`src/rtl/column_drawer.sv`:
```
// column_drawer: rasterises one pipe column plus its trailing erase strip,
// one registered pixel per clock, releasing the VGA bus via done_col when idle.
module column_drawer #(
   parameter int          SCREEN_W   = 160,
   parameter int          SCREEN_H   = 120,
   parameter int          COL_W      = 10,
   parameter int          GAP_H      = 40,
   parameter logic [2:0]  COL_COLOUR = 3'b010,
   parameter logic [2:0]  BG_COLOUR  = 3'b000
) (
   input  logic       clock,
   input  logic       resetn,
   input  logic       start,
   input  logic [7:0] col_x_in,
   input  logic [6:0] gap_y,
   output logic [7:0] col_x,
   output logic [6:0] col_y,
   output logic [2:0] col_colour,
   output logic       plot,
   output logic       done_col
);
   localparam int OW = $clog2(COL_W + 1);
   localparam logic [0:0] S_IDLE = 1'b0;
   localparam logic [0:0] S_DRAW = 1'b1;

   logic [0:0]    r_state;
   logic [7:0]    r_base;
   logic [6:0]    r_gtop;
   logic [OW-1:0] r_off;
   logic [6:0]    r_y;

   logic          w_idle;
   logic          w_last;
   logic          w_adv;
   logic          w_row_end;
   logic [7:0]    w_gsum;
   logic [7:0]    w_base;
   logic [6:0]    w_gtop;
   logic [OW-1:0] w_off;
   logic [6:0]    w_y;
   logic [8:0]    w_x;
   logic          w_gap;

   assign w_idle    = r_state == S_IDLE;
   assign w_row_end = r_off == OW'(COL_W);
   assign w_last    = w_row_end && r_y == 7'(SCREEN_H - 1);
   assign w_adv     = w_idle ? start : !w_last;
   assign w_gsum    = {1'b0, gap_y} + 8'(GAP_H);
   // In IDLE the next pixel is (col_x_in, 0) with a freshly clamped gap top.
   assign w_base    = w_idle ? col_x_in : r_base;
   assign w_gtop    = !w_idle ? r_gtop : (w_gsum > 8'(SCREEN_H)) ? 7'(SCREEN_H - GAP_H) : gap_y;
   assign w_off     = (w_idle || w_row_end) ? '0 : r_off + 1'b1;
   assign w_y       = w_idle ? '0 : w_row_end ? r_y + 1'b1 : r_y;
   assign w_x       = {1'b0, w_base} + 9'(w_off);
   assign w_gap     = {1'b0, w_y} >= {1'b0, w_gtop} && {1'b0, w_y} < {1'b0, w_gtop} + 8'(GAP_H);

   always_ff @(posedge clock or negedge resetn) begin
      if (!resetn) begin
         r_state    <= S_IDLE;
         r_base     <= '0;
         r_gtop     <= '0;
         r_off      <= '0;
         r_y        <= '0;
         col_x      <= '0;
         col_y      <= '0;
         col_colour <= BG_COLOUR;
         plot       <= 1'b0;
         done_col   <= 1'b1;
      end else begin
         r_state  <= w_adv ? S_DRAW : S_IDLE;
         done_col <= !w_adv;
         plot     <= w_adv && w_x < 9'(SCREEN_W);
         if (w_adv) begin
            r_base     <= w_base;
            r_gtop     <= w_gtop;
            r_off      <= w_off;
            r_y        <= w_y;
            col_x      <= w_x[7:0];
            col_y      <= w_y;
            col_colour <= (w_off == OW'(COL_W) || w_gap) ? BG_COLOUR : COL_COLOUR;
         end
      end
   end
endmodule
```
`config.mk`:
```
export PLATFORM = sky130hd
export DESIGN_NAME = column_drawer
export DESIGN_NICKNAME = d
export VERILOG_FILES = /design/src/rtl/column_drawer.sv
export SDC_FILE = /design/constraint.sdc
export NUM_CORES = 1
export LEC_CHECK = 0
export BUFFER_PORTS_ARGS = -buffer_cell sky130_fd_sc_hd__buf_2
export CORE_ASPECT_RATIO = 2
export CORE_MARGIN = 3
export CORE_UTILIZATION = 61
export DETAILED_ROUTE_END_ITERATION = 10
export GPL_TIMING_DRIVEN = 0
export PLACE_DENSITY_LB_ADDON = 0.05
export SLEW_MARGIN = 20
export SYNTH_ARGS = -nofsm -noshare
export SYNTH_HDL_FRONTEND = slang
export SYNTH_SLANG_ARGS = --single-unit
```
`constraint.sdc`:
```
create_clock -name clock -period 4.92 [get_ports clock]
set_input_delay 0 -clock clock [delete_from_list [all_inputs] [get_ports clock]]
set_output_delay 0 -clock clock [all_outputs]
set_load 0.005 [all_outputs]
```
==> out/qor.yml <==
routing:
  ant_nets: 0
  first_pass_iters: 4
  routedWlPerCell_um: 16.9
  num_vias: 2161
  drtIter0Drc: 49
  post-route-drc-count: 0
  drt-total-wl_um: 6190
  via_per_inst: 5.90
setup_path:
  path_common_cell: "inv_1"
  crit_required_ps: 5070
  slowest_delay_ps: 490
  path_delay_family: "compound AO/OA/AOI/OAI gates"
  criticalPathCategory: "reg2reg"
  path_cells: "inv_1 -> ha_1 -> and3b_2 -> nor3_1 -> inv_1 -> fa_1 -> nor2b_1 -> o21ai_0 -> a21o_1 -> a221oi_1 -> a211oi_1"
  crit_buf_inv: 2
  worst_setup_path_start_kind: "register"
  cpMaxStageDelayCell: "dfrtp_1"
  rrSetupSlack_ps: 1900
  arrival_ps: 3170
  end_kind: "register"
  crit_fanout: 7
place:
  dp.cells: 352
  port_buffers: 35
  gp_congestion: 0.837
  hpwl_um: 4600
layout:
  synthToLayoutAreaGrowth_pct: 16.4
  drive_gt1_frac: 0.216
  layout.nets: 353
  layout_common_cells: "50 x nand2_1, 38 x buf_2, 37 x dfrtp_1, 22 x o21ai_0, 20 x ha_1"
  finalNonFillerCells: 366
  diodes: 0
  layout.cells.most_common: "nand2_1"
  final_util: 0.744
sta:
  rsz0062_at_grt: "false"
  fin_crit_ps: 3020
  finClkSkew_ps: 9.12
  hold_viol_final: 0
  maxSlewViolCount: 0
  fmaxAchievable_mhz: 331
  slew_headroom: 0.406
  fin_crit_sh: 0.614
  worst_pin_slew_ps: 892
  setup_violations: 0
  tns_ps: 0
global_route:
  grt_pass1_wl_um: 10100
  grt_pass1_vias: 2184
  antenna_found_initial: 0
  grt_max_degree: 39
  track_usage: 0.267
  overflow: 0
yosys:
  synth_ff_type: "dfrtp_1"
  post_synth_num_cell_types: 50
  synthCells: 265
  ys_seq_elements: 38
  synth_area_mm2: 0.00251
  synth_edf_count: 0
  synth_area_per_cell_um2: 9.47
  synth-seq-area-share: 0.380
  ys_warn_count: 0
  async_reset_ff_frac: 1.00
cts:
  postCtsSetupBuffers: 0
  cts_htree_levels: 2
  clk_pin_slew_worst_paths_ps: 80
  tritoncts: "done"
  cts_buffer_depth: 2
  cts_root_buf: "clkbuf_8"
  clk_latency_ps: 290
  cts_resized: 0
  clkSinkCount: 38
  hold_buffers: 6
  cts_buffers: 5
die:
  die-area_mm2: 0.00496
  die-height_um: 96.7
  ios: 38
  core_area_mm2: 0.00392
  die_w_um: 51.3
  initial_core_util: 0.639
  num_rows: 32
pwr:
  ir_drop_mv: 0.427
  p_leak_nw: 1.49
  p_int_mw: 0.811
  p_sw_mw: 0.494
  clkPwrFrac: 0.202
  seq_power_share: 0.363
  comb_power_share: 0.435
  p_per_area_mw_per_mm2: 447
  p_sw_frac: 0.379
job:
  maxCapViolations: 0
hold_path:
  hold_class: "in2reg"
outcome:
  status: "finished, final reports clean"
-- kinds of logic (layout without fill, tap and decap cells) --
group | after synthesis | in the layout | synth area share
AND/OR/NAND/NOR | 86 | 86 | 0.162
AO/OA/AOI/OAI | 72 | 72 | 0.201
flip-flops | 38 | 38 | 0.380
buffers and inverters | 24 | 73 | 0.0593
adder cells (fa/ha/maj) | 21 | 21 | 0.108
XOR/XNOR | 12 | 12 | 0.0419
multiplexers | 11 | 11 | 0.0469
other | 1 | 2 | 0.00149
-- power groups by stage --
stage	Combinational, mW	Clock (mW)	Sequential, mW
2_1_floorplan	0.395	0	0.466
4_1_cts	0.570	0.265	0.472
3_3_place_gp	0.528	0	0.472
6_report	0.568	0.264	0.474
5_1_grt	0.647	0.278	0.485
3_5_place_dp	0.555	0	0.478
-- worst paths after layout --
check / endpoint / cells after the start / from
min reg2reg: r_base[3]$_DFFE_PN0N_ / 2 / r_base[3]$_DFFE_PN0N_
min: r_gtop[4]$_DFFE_PN0N_ / 3 / gap_y[4]
max: plot$_DFF_PN0_ / 11 / r_off[0]$_DFFE_PN0N_
min in group asynchronous: r_gtop[2]$_DFFE_PN0N_ / 2 / resetn
max reg2reg: plot$_DFF_PN0_ / 11 / r_off[0]$_DFFE_PN0N_
max in group asynchronous: r_gtop[5]$_DFFE_PN0N_ / 2 / resetn
-- layer usage --
metal / share of wire / routed length [um] / track usage / vias up
met2: 0.55 / 3420 / 0.492 / 61
met1: 0.37 / 2270 / 0.273 / 1042
met3: 0.033 / 204 / 0.0385 / 23
met4: 0.049 / 306 / 0.143 / 0
li1: - / - / - / 1035
met5: 0 / 0 / 0 / -
-- flip-flops by register name, summed over array words and instances (netlist names) --
register	flops
r_gtop	7
r_state	1
col_x	8
col_y	7
r_off	4
col_colour	1
r_base	8
done_col	1
plot	1
-- through the flow --
stage	total power, mW	setup slack, ps	cell area [um2]	hold WS, ps
finish	1.31	1900	2920	52.9
floorplan	0.861	2360	2510	-296
detailed placement	1.03	1940	2750	153
CTS	1.31	1930	2920	51.0
global placement	1.00	1980	2750	170
global route	1.41	1690	2920	88.9
-- final cells by class --
cell class	instances	area [um2]
Multi-Input combinational cell	204	1410
Fill cell	328	1000
Sequential cell	38	952
Timing Repair Buffer	41	235
Buffer	11	97.6
Clock buffer	5	68.8
Tap cell	51	63.8
Inverter	13	51.3
Clock inverter	3	40.0
-- worst min-delay path: cells and delay by family --
family | cells | cell delay [ps]
AND/OR/NAND/NOR | 1 | 90
AO/OA/AOI/OAI | 1 | 90
buffers and inverters | 1 | 120
-- cell usage after synthesis (2+ instances only) --
master    count  area share
buf_2         3      0.0060
nand3_1       2      0.0040
nor4_1        2      0.0050
a21o_1        8       0.024
o21ai_0      22       0.044
ha_1         20        0.10
buf_6         6       0.027
a211o_1       3       0.010
nand2_1      50       0.075
a221oi_1      2      0.0070
nor2_1       16       0.024
nor3_1        4      0.0080
a21boi_0      2      0.0060
xor2_1        4       0.014
a41oi_1       2      0.0070
mux2i_1       5       0.020
a21oi_1       7       0.014
mux2_2        6       0.027
nor2b_1       3      0.0075
o22ai_1       2      0.0050
a31oi_1       2      0.0050
a22o_1        2      0.0070
a211oi_1      2      0.0060
a22oi_1       3      0.0090
a32o_1        4       0.016
buf_4         2      0.0060
xnor2_1       8       0.028
dfrtp_1      37        0.37
o31ai_1       3      0.0090
inv_1        12       0.018
o211ai_1      2      0.0060
Note: power is estimated with default switching activity, not from simulation.
